[config.mk]
export PLATFORM = sky130hd
export DESIGN_NAME = fetch_sequencer
export DESIGN_NICKNAME = d
export VERILOG_FILES = /design/src/rtl/fetch_seq_pkg.sv /design/src/rtl/fetch_sequencer_sat_counter.sv /design/src/rtl/fetch_sequencer.sv
export SDC_FILE = /design/constraint.sdc
export NUM_CORES = 1
export LEC_CHECK = 0
export CAP_MARGIN = 20
export CORE_ASPECT_RATIO = 0.6
export CORE_MARGIN = 1
export CORE_UTILIZATION = 30
export CTS_BUF_LIST = sky130_fd_sc_hd__clkbuf_8
export DETAILED_ROUTE_END_ITERATION = 6
export GPL_TIMING_DRIVEN = 0
export PLACE_DENSITY_LB_ADDON = 0.05
export SYNTH_ARGS = -nofsm -noshare
export SYNTH_HDL_FRONTEND = slang
export SYNTH_SLANG_ARGS = --single-unit
[constraint.sdc]
create_clock -name clk -period 1.8 [get_ports clk]
set_input_delay 0.27 -clock clk [delete_from_list [all_inputs] [get_ports clk]]
set_output_delay 0.27 -clock clk [all_outputs]
set_load 0.005 [all_outputs]
[src/rtl/fetch_seq_pkg.sv]
// Shared types and constants for the fetch sequencer: FSM state encoding and opcode nibbles.
// Pure definitions, no latency or flow control of its own.
package fetch_seq_pkg;

    typedef enum logic [1:0] {
        IDLE  = 2'd0,
        FETCH = 2'd1,
        ISSUE = 2'd2,
        HALT  = 2'd3
    } fseq_state_t;

    localparam logic [3:0] HALT_OP_DEFAULT = 4'b1111;

    localparam logic [3:0] NOP = 4'b0000;
    localparam logic [3:0] LDI = 4'b0001;
    localparam logic [3:0] LD  = 4'b0010;
    localparam logic [3:0] ST  = 4'b0011;

endpackage

[src/rtl/fetch_sequencer_sat_counter.sv]
// Saturating up-counter, increments once per enabled cycle and sticks at all-ones.
// Single-cycle update, no backpressure; asynchronous active-low clear.
module sat_counter #(
    parameter int CNT_W = 16
) (
    input  logic             clk,
    input  logic             rst_n,
    input  logic             i_en,
    output logic [CNT_W-1:0] o_count
);

    logic [CNT_W-1:0] r_count;
    logic             w_at_max;

    assign w_at_max = &r_count;

    always_ff @(posedge clk or negedge rst_n) begin
        if (!rst_n) begin
            r_count <= '0;
        end else if (i_en && !w_at_max) begin
            r_count <= r_count + {{(CNT_W-1){1'b0}}, 1'b1};
        end
    end

    assign o_count = r_count;

endmodule

[src/rtl/fetch_sequencer.sv]
// Fetch/issue controller: owns the PC, reads 2-byte instructions from a combinational ROM and issues them valid/ready to the CPU.
// start->first valid 2 cycles; 1 instr/2 cycles (1/cycle with FETCH_SEQ_PREFETCH_EN); holds outputs while cpu_ready=0.
module fetch_sequencer
    import fetch_seq_pkg::*;
#(
    parameter int                ADDR_W   = 8,
    parameter int                DATA_W   = 8,
    parameter logic [ADDR_W-1:0] RESET_PC = '0,
    parameter logic [3:0]        HALT_OP  = HALT_OP_DEFAULT,
    parameter int                CNT_W    = 16
) (
    input  logic              clk,
    input  logic              reset,
    input  logic              start,
    output logic [ADDR_W-1:0] rom_address,
    input  logic [DATA_W-1:0] rom_data1,
    input  logic [DATA_W-1:0] rom_data2,
    output logic [DATA_W-1:0] opcode1,
    output logic [DATA_W-1:0] opcode2,
    output logic              instr_valid,
    input  logic              cpu_ready,
    input  logic              branch_taken,
    input  logic [ADDR_W-1:0] branch_target,
    output logic [ADDR_W-1:0] pc,
    output logic              halted,
    output logic [CNT_W-1:0]  instr_count
);

    fseq_state_t       r_state;
    fseq_state_t       w_state_nxt;
    logic [ADDR_W-1:0] r_pc;
    logic [ADDR_W-1:0] w_pc_nxt;
    logic [ADDR_W-1:0] w_pc_inc;
    logic [DATA_W-1:0] r_op1;
    logic [DATA_W-1:0] r_op2;
    logic [DATA_W-1:0] w_op1_nxt;
    logic [DATA_W-1:0] w_op2_nxt;
    logic              r_vld;
    logic              w_vld_nxt;
    logic              w_accept;
    logic              w_halt_op;
    logic [ADDR_W-1:0] w_rom_addr;

    // r_vld is only ever set in ISSUE, so it alone qualifies the handshake.
    assign w_accept  = r_vld & cpu_ready;
    assign w_halt_op = (r_op1[DATA_W-1 -: 4] == HALT_OP);
    assign w_pc_inc  = r_pc + ADDR_W'(2);

    always_ff @(posedge clk or negedge reset) begin
        if (!reset) begin
            r_state <= IDLE;
        end else begin
            r_state <= w_state_nxt;
        end
    end

    always_comb begin
        w_state_nxt = r_state;
        w_pc_nxt    = r_pc;
        w_op1_nxt   = r_op1;
        w_op2_nxt   = r_op2;
        w_vld_nxt   = r_vld;
        w_rom_addr  = r_pc;
        case (r_state)
            IDLE: begin
                if (start) begin
                    w_state_nxt = FETCH;
                end
            end
            FETCH: begin
                w_op1_nxt   = rom_data1;
                w_op2_nxt   = rom_data2;
                w_vld_nxt   = 1'b1;
                w_state_nxt = ISSUE;
            end
            ISSUE: begin
`ifdef FETCH_SEQ_PREFETCH_EN
                // Look ahead at whatever the PC will become on this accept.
                w_rom_addr = branch_taken ? branch_target : w_pc_inc;
`endif
                if (w_accept) begin
                    if (w_halt_op) begin
                        w_state_nxt = HALT;
                        w_vld_nxt   = 1'b0;
                    end else begin
                        w_pc_nxt = branch_taken ? branch_target : w_pc_inc;
`ifdef FETCH_SEQ_PREFETCH_EN
                        w_op1_nxt = rom_data1;
                        w_op2_nxt = rom_data2;
                        w_vld_nxt = 1'b1;
`else
                        w_state_nxt = FETCH;
                        w_vld_nxt   = 1'b0;
`endif
                    end
                end
            end
            HALT: begin
                w_vld_nxt = 1'b0;
            end
            default: begin
                w_state_nxt = IDLE;
                w_vld_nxt   = 1'b0;
            end
        endcase
    end

    always_ff @(posedge clk or negedge reset) begin
        if (!reset) begin
            r_pc  <= RESET_PC;
            r_op1 <= '0;
            r_op2 <= '0;
            r_vld <= 1'b0;
        end else begin
            r_pc  <= w_pc_nxt;
            r_op1 <= w_op1_nxt;
            r_op2 <= w_op2_nxt;
            r_vld <= w_vld_nxt;
        end
    end

    sat_counter #(
        .CNT_W (CNT_W)
    ) u_instr_cnt (
        .clk     (clk),
        .rst_n   (reset),
        .i_en    (w_accept),
        .o_count (instr_count)
    );

    assign rom_address = w_rom_addr;
    assign opcode1     = r_op1;
    assign opcode2     = r_op2;
    assign instr_valid = r_vld;
    assign pc          = r_pc;
    assign halted      = (r_state == HALT);

endmodule

==> impl_metrics.csv <==
group,metric,value,unit
timing,final-hold-violation-count,0,
worst_setup_path,worstSetupStartpointType,"flop",
floorplan,ios,79,
worst_hold_path,hold_path.class,"input pin to asynchronous set/reset pin",
synthesis,synth_area,2060,sq um
power_and_ir_drop,irDropWorstVdd,0.000628,V
timing,relSlewSlack,0.689,
outcome,outcome,"finished, final reports clean",
synthesis,ys_types,33,
clocking,cts_max_path_buffers,2,
power_and_ir_drop,p_total,4.44,mW
route,wl,5050,um
synthesis,synthFlopType,"dfrtp_1",
synthesis,yosysTopAreaCellShare,0.522,
floorplan,dieHeight,66.2,um
worst_setup_path,cp-endpoint,"halted",
worst_setup_path,r2r_setup_slack,60,ps
worst_setup_path,critPathRequiredTime,1530,ps
job,maxCapViolCount,0,
worst_setup_path,worstSetupStartpoint,"r_state[0]",
layout,drive_above_1_share,0.176,
synthesis,synthArstFlopShare,1.00,
clocking,h-tree-depth,2,
synthesis,syn_area_per_cell,11.3,sq um
floorplan,initial_core_util,0.324,
worst_setup_path,slowest_delay,550,ps
synthesis,synthTopCellsByCount,"dfrtp_1 (43), mux2_2 (18), o21ai_0 (11), xnor2_1 (11)",
route,dr.pass1.iters,4,
power_and_ir_drop,p_leak,1.30,nW
synthesis,syn-instance-count,182,
floorplan,rows,22,
timing,clock_skew,12.0,ps
timing,min_period,1740,ps
worst_setup_path,critical_path_class,"flop to output port",
floorplan,die_area,7220,sq um
timing,worst_slew_pin_slew,467,ps
worst_setup_path,worstRegToRegCells,5,
grt,grt_pass1_wl,7850,um
worst_setup_path,r2r-end,"u_instr_cnt.o_count[1]",
clocking,cts_sinks,43,
layout,syn2layout_area_growth,52.3,%
placement,place_ws,-119,ps
layout,nNetsFinal,307,
worst_setup_path,worstReg2RegStart,"u_instr_cnt.o_count[1]",
placement,dpl.hpwl,3700,um
synthesis,synth_largest_area_cell,"dfrtp_1",
floorplan,fp.dieW,109,um
grt,grt_max_degree,33,
clocking,cts_root_buffer,"clkbuf_8",
route,drc_errors,0,
worst_setup_path,path_max_fanout,4,
synthesis,synth-seq-cells,43,
floorplan,core-area,6360,sq um
layout,seq_area,1080,sq um
placement,gp_congestion,0.756,
route,antenna_left,0,
synthesis,synth_most_common_cell,"dfrtp_1",
timing,setup_viol,0,
grt,grt.total_usage,0.143,
timing,setup_slack,55.6,ps
timing,period_share,0.969,
synthesis,ys_seq_area_frac,0.522,
grt,grt-ovfl-total,0,
worst_setup_path,worstPathCellList,"ha_1, clkdlybuf4s50_1",
timing,drv_slew,0,
synthesis,synth_edf_count,0,
route,viasPerCell,4.67,
grt,grt_pass1_vias,1609,
clocking,clkTransAtPathRegs,90,ps
power_and_ir_drop,cellPowerDensity,1410,nW/um^2
layout,n_antenna_cell,0,
synthesis,synthTopCellsByArea,"dfrtp_1 (52%), mux2_2 (9.8%), xnor2_1 (4.7%)",
clocking,cts_tree,"done",
clocking,worstSkewPairLatency,300,ps
layout,multiInputGateArea,912,sq um
clocking,numCtsBuffers,5,
worst_setup_path,crit_arrival,1470,ps
synthesis,syn_nets,217,
route,drt_iter0_markers,57,
worst_setup_path,cp_slowest_cell,"clkdlybuf4s50_1",
route,vias,1666,
timing,rsz0062_at_grt,"no",
synthesis,ys_warn_count,0,
worst_setup_path,endpoint_kind,"output port",
layout,fillers,601,
grt,antenna_found_initial,0,
timing,max_freq,573,MHz
placement,port_buffers,78,
route,wire_per_inst,14.2,um
-- what timing repair did --
action                     in CTS  in global routing
buffers inserted                0                  4
setup endpoints to repair      14                 15
hold buffers                    1                  0
hold endpoints to repair       11                  0
pin swaps                       1                  1
resized for setup               2                  3
-- logic make-up after synthesis --
logic type / count (synthesis) / share of synthesized area
DFF: 43 / 0.522
and+or+nand+nor: 53 / 0.137
adders and majority gates: 6 / 0.0364
buffers and inverters: 17 / 0.0461
AOI/OAI and AO/OA: 29 / 0.0916
xor gates and xnor gates: 14 / 0.0594
muxes: 20 / 0.108
-- worst max-delay path: cells and delay by family (launching register included) --
family / cells / cell delay (ps)
buffers and inverters: 1 / 550
adders and majority gates: 1 / 220
DFF: 1 / 410
-- how the worst min path moves through the flow --
stage / depth (start not counted) / slack (ps) / to
2_1_floorplan: 0 / -30 / instr_valid
3_3_place_gp: 1 / 490 / opcode2[4]
3_5_place_dp: 1 / 180 / u_instr_cnt.o_count[0]
4_1_cts: 2 / 380 / u_instr_cnt.o_count[0]
5_1_grt: 2 / 400 / u_instr_cnt.o_count[0]
6_report: 2 / 370 / u_instr_cnt.o_count[0]
-- power by group --
group | switching (mW) | leakage [nW] | internal (mW)
sequential | 0.340 | 0.532 | 1.33
combinational | 0.668 | 0.710 | 1.34
clock | 0.354 | 0.0581 | 0.413
total | 1.36 | 1.30 | 3.08
-- per-stage QoR --
step / hold WS, ps / utilization / std cells / cell area (sq um) / setup TNS [ps]
after floorplan: -25.6 / - / 182 / 2060 / 0
after global placement: 488 / 0.464 / 344 / 2950 / -33540
after detailed placement: 177 / 0.466 / 345 / 2960 / -1090
after CTS: 383 / 0.487 / 353 / 3100 / 0
after global routing: 403 / 0.494 / 357 / 3140 / 0
final: 370 / 0.494 / 357 / 3140 / 0
-- area by class of cell --
| class | count | area share |
|---|---|---|
| multi-input combinational | 122 | 0.290 |
| tap | 84 | 0.0334 |
| buffer | 10 | 0.0219 |
| sequential | 43 | 0.342 |
| inverter | 6 | 0.00717 |
| clock buffer | 5 | 0.0219 |
| timing repair buffer | 84 | 0.269 |
| clock inverter | 3 | 0.0139 |
-- layer usage --
| metal | vias to the layer above | share of wire | global-route usage |
|---|---|---|---|
| met5 | - | 0 | 0 |
| li1 | 831 | - | - |
| met1 | 777 | 0.54 | 0.217 |
| met3 | 7 | 0.052 | 0.0345 |
| met2 | 51 | 0.40 | 0.192 |
| met4 | 0 | 0.012 | 0.0456 |
-- registers in the layout, summed over array words and instances (netlist names) --
name / flops
instr_valid: 1
opcode1: 8
u_instr_cnt.o_count: 16
r_state: 2
opcode2: 8
pc: 8
-- layout by cell type (no fill, tap or decap), types with 2 or more instances in the layout --
master            n
nand2_1           9
o21ai_0          11
and2_1            3
buf_4            10
and3_1            5
dfrtp_1          43
xor2_1            3
mux2_2           18
ha_1              4
xnor2_1          11
a22oi_1           2
a21oi_1           6
buf_2             2
nor3_1            3
clkbuf_8          5
inv_1             6
a31oi_1           2
clkdlybuf4s50_1  77
nor2_1           10
buf_12            2
ha_2              2
nand3_1           7
mux2i_1           2
nand4_1          10
(Power assumes the default switching activity.)
